## src/rtl/axis_packetizer_tx.sv

```systemverilog
// axis_packetizer_tx: 16-deep byte FIFO feeding a registered AXI-Stream master.
// Frames fixed-length packets of `len` beats, with early end via in_last.
//
// Ports:
//   clk, resetn          clock, async active-low reset
//   in_data/in_valid     producer byte and its valid
//   in_last              force end-of-packet on this byte
//   in_ready             FIFO has room (depends on fill level only)
//   len                  packet length in beats, 1..31 (0 acts as 1)
//   m_data/m_valid       registered stream data and valid
//   m_last/m_ready       final beat of packet, downstream ready
//   busy                 FIFO non-empty or output beat pending
//   pkt_cnt              completed packets, wraps
module axis_packetizer_tx #(
    parameter int DW    = 8,
    parameter int DEPTH = 16,
    parameter int CW    = 8
) (
    input  logic          clk,
    input  logic          resetn,
    input  logic [DW-1:0] in_data,
    input  logic          in_valid,
    input  logic          in_last,
    output logic          in_ready,
    input  logic [4:0]    len,
    output logic [DW-1:0] m_data,
    output logic          m_valid,
    output logic          m_last,
    input  logic          m_ready,
    output logic          busy,
    output logic [CW-1:0] pkt_cnt
);

    localparam int AW = $clog2(DEPTH);
    localparam logic [AW:0]   FULL_C  = (AW+1)'(DEPTH);
    localparam logic [AW:0]   CNT_ONE = 1;
    localparam logic [AW-1:0] PTR_ONE = 1;
    localparam logic [CW-1:0] PKT_ONE = 1;

    logic [DW:0]     mem_q [DEPTH];
    logic [AW-1:0]   wr_ptr_q, wr_ptr_d;
    logic [AW-1:0]   rd_ptr_q, rd_ptr_d;
    logic [AW:0]     count_q, count_d;
    logic [4:0]      beat_cnt_q, beat_cnt_d;
    logic [4:0]      len_lat_q, len_lat_d;
    logic [CW-1:0]   pkt_cnt_q, pkt_cnt_d;
    logic [DW-1:0]   m_data_q, m_data_d;
    logic            m_valid_q, m_valid_d;
    logic            m_last_q, m_last_d;

    logic            wr_en;
    logic            rd_en;
    logic [DW:0]     entry;
    logic [4:0]      len_in_eff;
    logic [4:0]      len_eff;
    logic            load_last;

    assign in_ready = (count_q != FULL_C);
    assign wr_en    = in_valid && in_ready;
    // Refill the output register whenever it is empty or being consumed.
    assign rd_en    = (count_q != '0) && (!m_valid_q || m_ready);
    assign entry    = mem_q[rd_ptr_q];

    assign len_in_eff = (len == 5'd0) ? 5'd1 : len;
    // First beat of a packet uses the live len; later beats use the latch.
    assign len_eff    = (beat_cnt_q == 5'd0) ? len_in_eff : len_lat_q;
    assign load_last  = entry[DW] || (beat_cnt_q == len_eff - 5'd1);

    assign m_data  = m_data_q;
    assign m_valid = m_valid_q;
    assign m_last  = m_last_q;
    assign pkt_cnt = pkt_cnt_q;
    assign busy    = (count_q != '0) || m_valid_q;

    // Storage has no reset; contents are only read below the count.
    always_ff @(posedge clk) begin
        if (wr_en) begin
            mem_q[wr_ptr_q] <= {in_last, in_data};
        end
    end

    always_comb begin
        wr_ptr_d   = wr_ptr_q;
        rd_ptr_d   = rd_ptr_q;
        count_d    = count_q;
        beat_cnt_d = beat_cnt_q;
        len_lat_d  = len_lat_q;
        pkt_cnt_d  = pkt_cnt_q;
        m_data_d   = m_data_q;
        m_valid_d  = m_valid_q;
        m_last_d   = m_last_q;

        if (wr_en) begin
            wr_ptr_d = wr_ptr_q + PTR_ONE;
        end
        if (rd_en) begin
            rd_ptr_d = rd_ptr_q + PTR_ONE;
        end

        unique case ({wr_en, rd_en})
            2'b10:   count_d = count_q + CNT_ONE;
            2'b01:   count_d = count_q - CNT_ONE;
            default: count_d = count_q;
        endcase

        if (rd_en) begin
            m_data_d  = entry[DW-1:0];
            m_last_d  = load_last;
            m_valid_d = 1'b1;
            if (beat_cnt_q == 5'd0) begin
                len_lat_d = len_in_eff;
            end
            beat_cnt_d = load_last ? 5'd0 : beat_cnt_q + 5'd1;
        end else if (m_valid_q && m_ready) begin
            m_valid_d = 1'b0;
        end

        if (m_valid_q && m_ready && m_last_q) begin
            pkt_cnt_d = pkt_cnt_q + PKT_ONE;
        end
    end

    always_ff @(posedge clk or negedge resetn) begin
        if (!resetn) begin
            wr_ptr_q   <= '0;
            rd_ptr_q   <= '0;
            count_q    <= '0;
            beat_cnt_q <= '0;
            len_lat_q  <= '0;
            pkt_cnt_q  <= '0;
            m_data_q   <= '0;
            m_valid_q  <= 1'b0;
            m_last_q   <= 1'b0;
        end else begin
            wr_ptr_q   <= wr_ptr_d;
            rd_ptr_q   <= rd_ptr_d;
            count_q    <= count_d;
            beat_cnt_q <= beat_cnt_d;
            len_lat_q  <= len_lat_d;
            pkt_cnt_q  <= pkt_cnt_d;
            m_data_q   <= m_data_d;
            m_valid_q  <= m_valid_d;
            m_last_q   <= m_last_d;
        end
    end

endmodule

```

## config.mk

```make
export PLATFORM = sky130hd
export DESIGN_NAME = axis_packetizer_tx
export DESIGN_NICKNAME = d
export VERILOG_FILES = /design/src/rtl/axis_packetizer_tx.sv
export SDC_FILE = /design/constraint.sdc
export NUM_CORES = 1
export LEC_CHECK = 0
export BUFFER_PORTS_ARGS = -buffer_cell sky130_fd_sc_hd__buf_2
export CAP_MARGIN = 20
export CORE_ASPECT_RATIO = 0.8
export CORE_MARGIN = 2
export CORE_UTILIZATION = 61
export CTS_CLUSTER_SIZE = 30
export DETAILED_ROUTE_END_ITERATION = 8
export GPL_TIMING_DRIVEN = 0
export MAX_ROUTING_LAYER = met4
export PLACE_DENSITY = 0.78
export SYNTH_ARGS = -nofsm -noshare
export SYNTH_HDL_FRONTEND = slang
export SYNTH_SLANG_ARGS = --single-unit
```

## constraint.sdc

```tcl
create_clock -name clk -period 4 [get_ports clk]
set_input_delay 0.2 -clock clk [delete_from_list [all_inputs] [get_ports clk]]
set_output_delay 0.2 -clock clk [all_outputs]
set_load 0.02 [all_outputs]
```

==> impl_metrics.tcl <==
set metrics [dict create \
    dr.first_iter.drc_count 314 \
    die_x_um 129 \
    clock_skew_ns 0.00874 \
    drcViolationCount 0 \
    clockRootBuffer "clkbuf_16" \
    port_buffers 37 \
    cts_max_level 4 \
    met1_length_mm 6.29 \
    synthDistinctLibCells 43 \
    comb_power_share 0.342 \
    antenna_found_initial 0 \
    power_density_mw_per_mm2 723 \
    reg2reg_from "count_q[1]$_DFFE_PN0P_" \
    synth_area_leader_cell "edfxtp_1" \
    synth_area_leaders "edfxtp_1 (56%), dfrtp_1 (13%), mux4_2 (13%), nand2_1 (2.3%), ha_1 (2.1%)" \
    placed_cells 651 \
    seq_area_mm2 0.00535 \
    syn-instance-count 439 \
    relSlewSlack 0.342 \
    maxCapViolations 0 \
    multi_input_area_mm2 0.00220 \
    place_area_mm2 0.00812 \
    peakVddDrop_v 0.000446 \
    avgSynthCellArea_um2 17.5 \
    cp_max_fo 10 \
    synth_most_common_cell "edfxtp_1" \
    finalMaxSlewViolations 0 \
    switching_share 0.333 \
    syn_nets 471 \
    synth_top_flop_cell "edfxtp_1" \
    clock_latency_ns 0.43 \
    grt_pass1_wl_mm 23.3 \
    final-setup-viol-count 0 \
    coreArea_mm2 0.0122 \
    syn_area_mm2 0.00767 \
    ys_warn_count 0 \
    synth_top_area_frac 0.564 \
    rows 36 \
    critPathLaunchType "register" \
    grtUsageTotal 0.251 \
    area_growth_pct 12.8 \
    wirelength_mm 14.9 \
    cts_buffers 17 \
    reg2regPathDepth 15 \
    gp_congestion 0.829 \
    dr.pass1.iters 5 \
    finalNonFillerCells 684 \
    antenna_cells 0 \
    nNetsFinal 532 \
    clk_path_buf_depth 2 \
    rsz0062_at_grt "no" \
    crit_type "reg -> reg" \
    wire_per_inst_um 21.7 \
    reg2reg_to "count_q[4]$_DFFE_PN0P_" \
    post_cts_buffers 0 \
    synth.ff_latch_count 185 \
    top_layer_used "met4" \
    grt_max_degree 42 \
    crit_required_ns 4.32 \
    seq_area_frac_synth 0.698 \
    start_util 0.628 \
    drive_gt1_frac 0.265 \
    endpoint_kind "register" \
    crit_start "count_q[1]$_DFFE_PN0P_" \
    fin_ws_ns 0.372 \
    synth_edf_count 144 \
    whs_ns 0.0422 \
    crit_path_end "count_q[4]$_DFFE_PN0P_" \
    cts_tree "done" \
    tns_ns 0 \
    place_ws_ns 0.431 \
    worstHoldPathType "in -> reg" \
    dieArea_mm2 0.0135 \
    p_leak_nw 3.11 \
    ant_nets 0 \
    dp_hpwl_mm 9.80 \
    min_period_ns 3.63 \
    final.period_utilization 0.907 \
    fin_area_mm2 0.00865 \
    r2r_setup_slack_ns 0.37 \
    status "finished, final reports clean" \
    p_sw_mw 2.08 \
    worst_pin_slew_ns 0.983 \
    holdBufCountCts 1 \
    io_pins 38 \
    async_reset_ff_frac 0.222 \
    dr_wl_met3_mm 1.24 \
    max_clock_freq_mhz 276 \
    clk_pin_slew_ns 0.07 \
    routed_via_density 6.04 \
    fillCellCount 767 \
    hold_viol_final 0 \
    num_vias 4128 \
    pwr-share-clk 0.242 \
    seqPwrFrac 0.416 \
    synth_common_cells "edfxtp_1 (144), nand2_1 (47), mux4_2 (44)" \
    cts-resized-gates 0 \
    clock_sinks 185 \
    wl_met2_mm 7.14 \
    cp.arrival_ns 3.95 \
    fp.dieH_um 104 \
    power.internal_mw 4.17 \
    grt_pass1_vias 4050 \
    grt_overflow_total 0 \
]
per-stage QoR:
step           utilization  total power, mW
4_1_cts              0.709             6.28
2_1_floorplan            -             4.17
6_report             0.709             6.25
3_3_place_gp         0.661             4.67
5_1_grt              0.709             6.57
3_5_place_dp         0.665             4.76
worst max-delay path, cell delays in order, from the launching register on:
cell      delay [ns]
dfrtp_1         0.41
nor4_1          0.41
nor2b_1         0.39
nand2b_1        0.18
inv_1           0.08
clkbuf_1        0.24
clkbuf_1        0.36
ha_1            0.37
inv_1           0.13
fa_1            0.22
inv_1           0.05
a21o_1          0.16
a21oi_1         0.16
xnor2_1         0.13
nor2_1          0.06
xor2_1          0.15
final cells by class:
cell class	count	area share
sequential	185	0.618
multi-input combinational	223	0.254
clock buffer	17	0.0492
timing repair buffer	42	0.0260
tap	171	0.0247
clock inverter	15	0.0116
buffer	21	0.0116
inverter	10	0.00434
power by group through the flow:
| stage | Combinational, mW | Clock [mW] | Sequential, mW |
|---|---|---|---|
| 2_1_floorplan | 1.49 | 0 | 2.68 |
| 3_3_place_gp | 2.06 | 0 | 2.61 |
| 3_5_place_dp | 2.13 | 0 | 2.63 |
| 4_1_cts | 2.15 | 1.53 | 2.60 |
| 5_1_grt | 2.33 | 1.60 | 2.64 |
| 6_report | 2.14 | 1.51 | 2.60 |
placed cells by master, fill, tap and decap left out, drive strengths merged, types with 4 or more instances in the layout:
master | Yosys | routed
ha | 13 | 13
nor3 | 10 | 10
inv | 10 | 15
clkbuf | 9 | 26
o211ai | 4 | 4
dfrtp | 41 | 41
edfxtp | 144 | 144
nand4 | 4 | 4
buf | 12 | 53
and3 | 4 | 4
clkinv | 0 | 8
mux4 | 44 | 44
xnor2 | 16 | 16
xor2 | 7 | 7
nand3 | 8 | 8
mux2 | 8 | 8
nand2b | 8 | 8
o21ai | 10 | 10
nand2 | 47 | 47
nor2 | 14 | 14
state kept, by name (all words and copies together), names as in the netlist:
register	cells
m_valid	1
wr_ptr_q	4
m_data	8
beat_cnt_q	5
m_last	1
pkt_cnt	8
count_q	5
rd_ptr_q	4
len_lat_q	5
mem_q	144
per-layer routing:
layer / vias up / global-route usage
li1: 1813 / -
met1: 2115 / 0.370
met2: 180 / 0.359
met3: 20 / 0.0643
met4: 0 / 0.0637
met5: - / -
cell families (layout without fill, tap and decap cells):
kind of cell	count (synthesis)	after routing	synth area share
flops	185	185	0.698
simple gates	108	108	0.0705
mux	55	55	0.145
buf+inv	31	105	0.0180
compound gates	23	23	0.0186
xor+xnor	23	23	0.0263
fa+ha+maj	14	14	0.0238
worst min-delay path by stage:
stage	start	slack [ns]	cells after the start	to
2_1_floorplan	resetn	-0.1	0	beat_cnt_q[0]$_DFFE_PN0P_
3_3_place_gp	resetn	0.40	1	count_q[0]$_DFFE_PN0P_
3_5_place_dp	resetn	0.41	1	count_q[0]$_DFFE_PN0P_
4_1_cts	len[4]	0.03	2	len_lat_q[4]$_DFFE_PN0P_
5_1_grt	len[4]	0.03	2	len_lat_q[4]$_DFFE_PN0P_
6_report	len[4]	0.04	2	len_lat_q[4]$_DFFE_PN0P_
No activity file was read; power rests on OpenSTA's default activity.
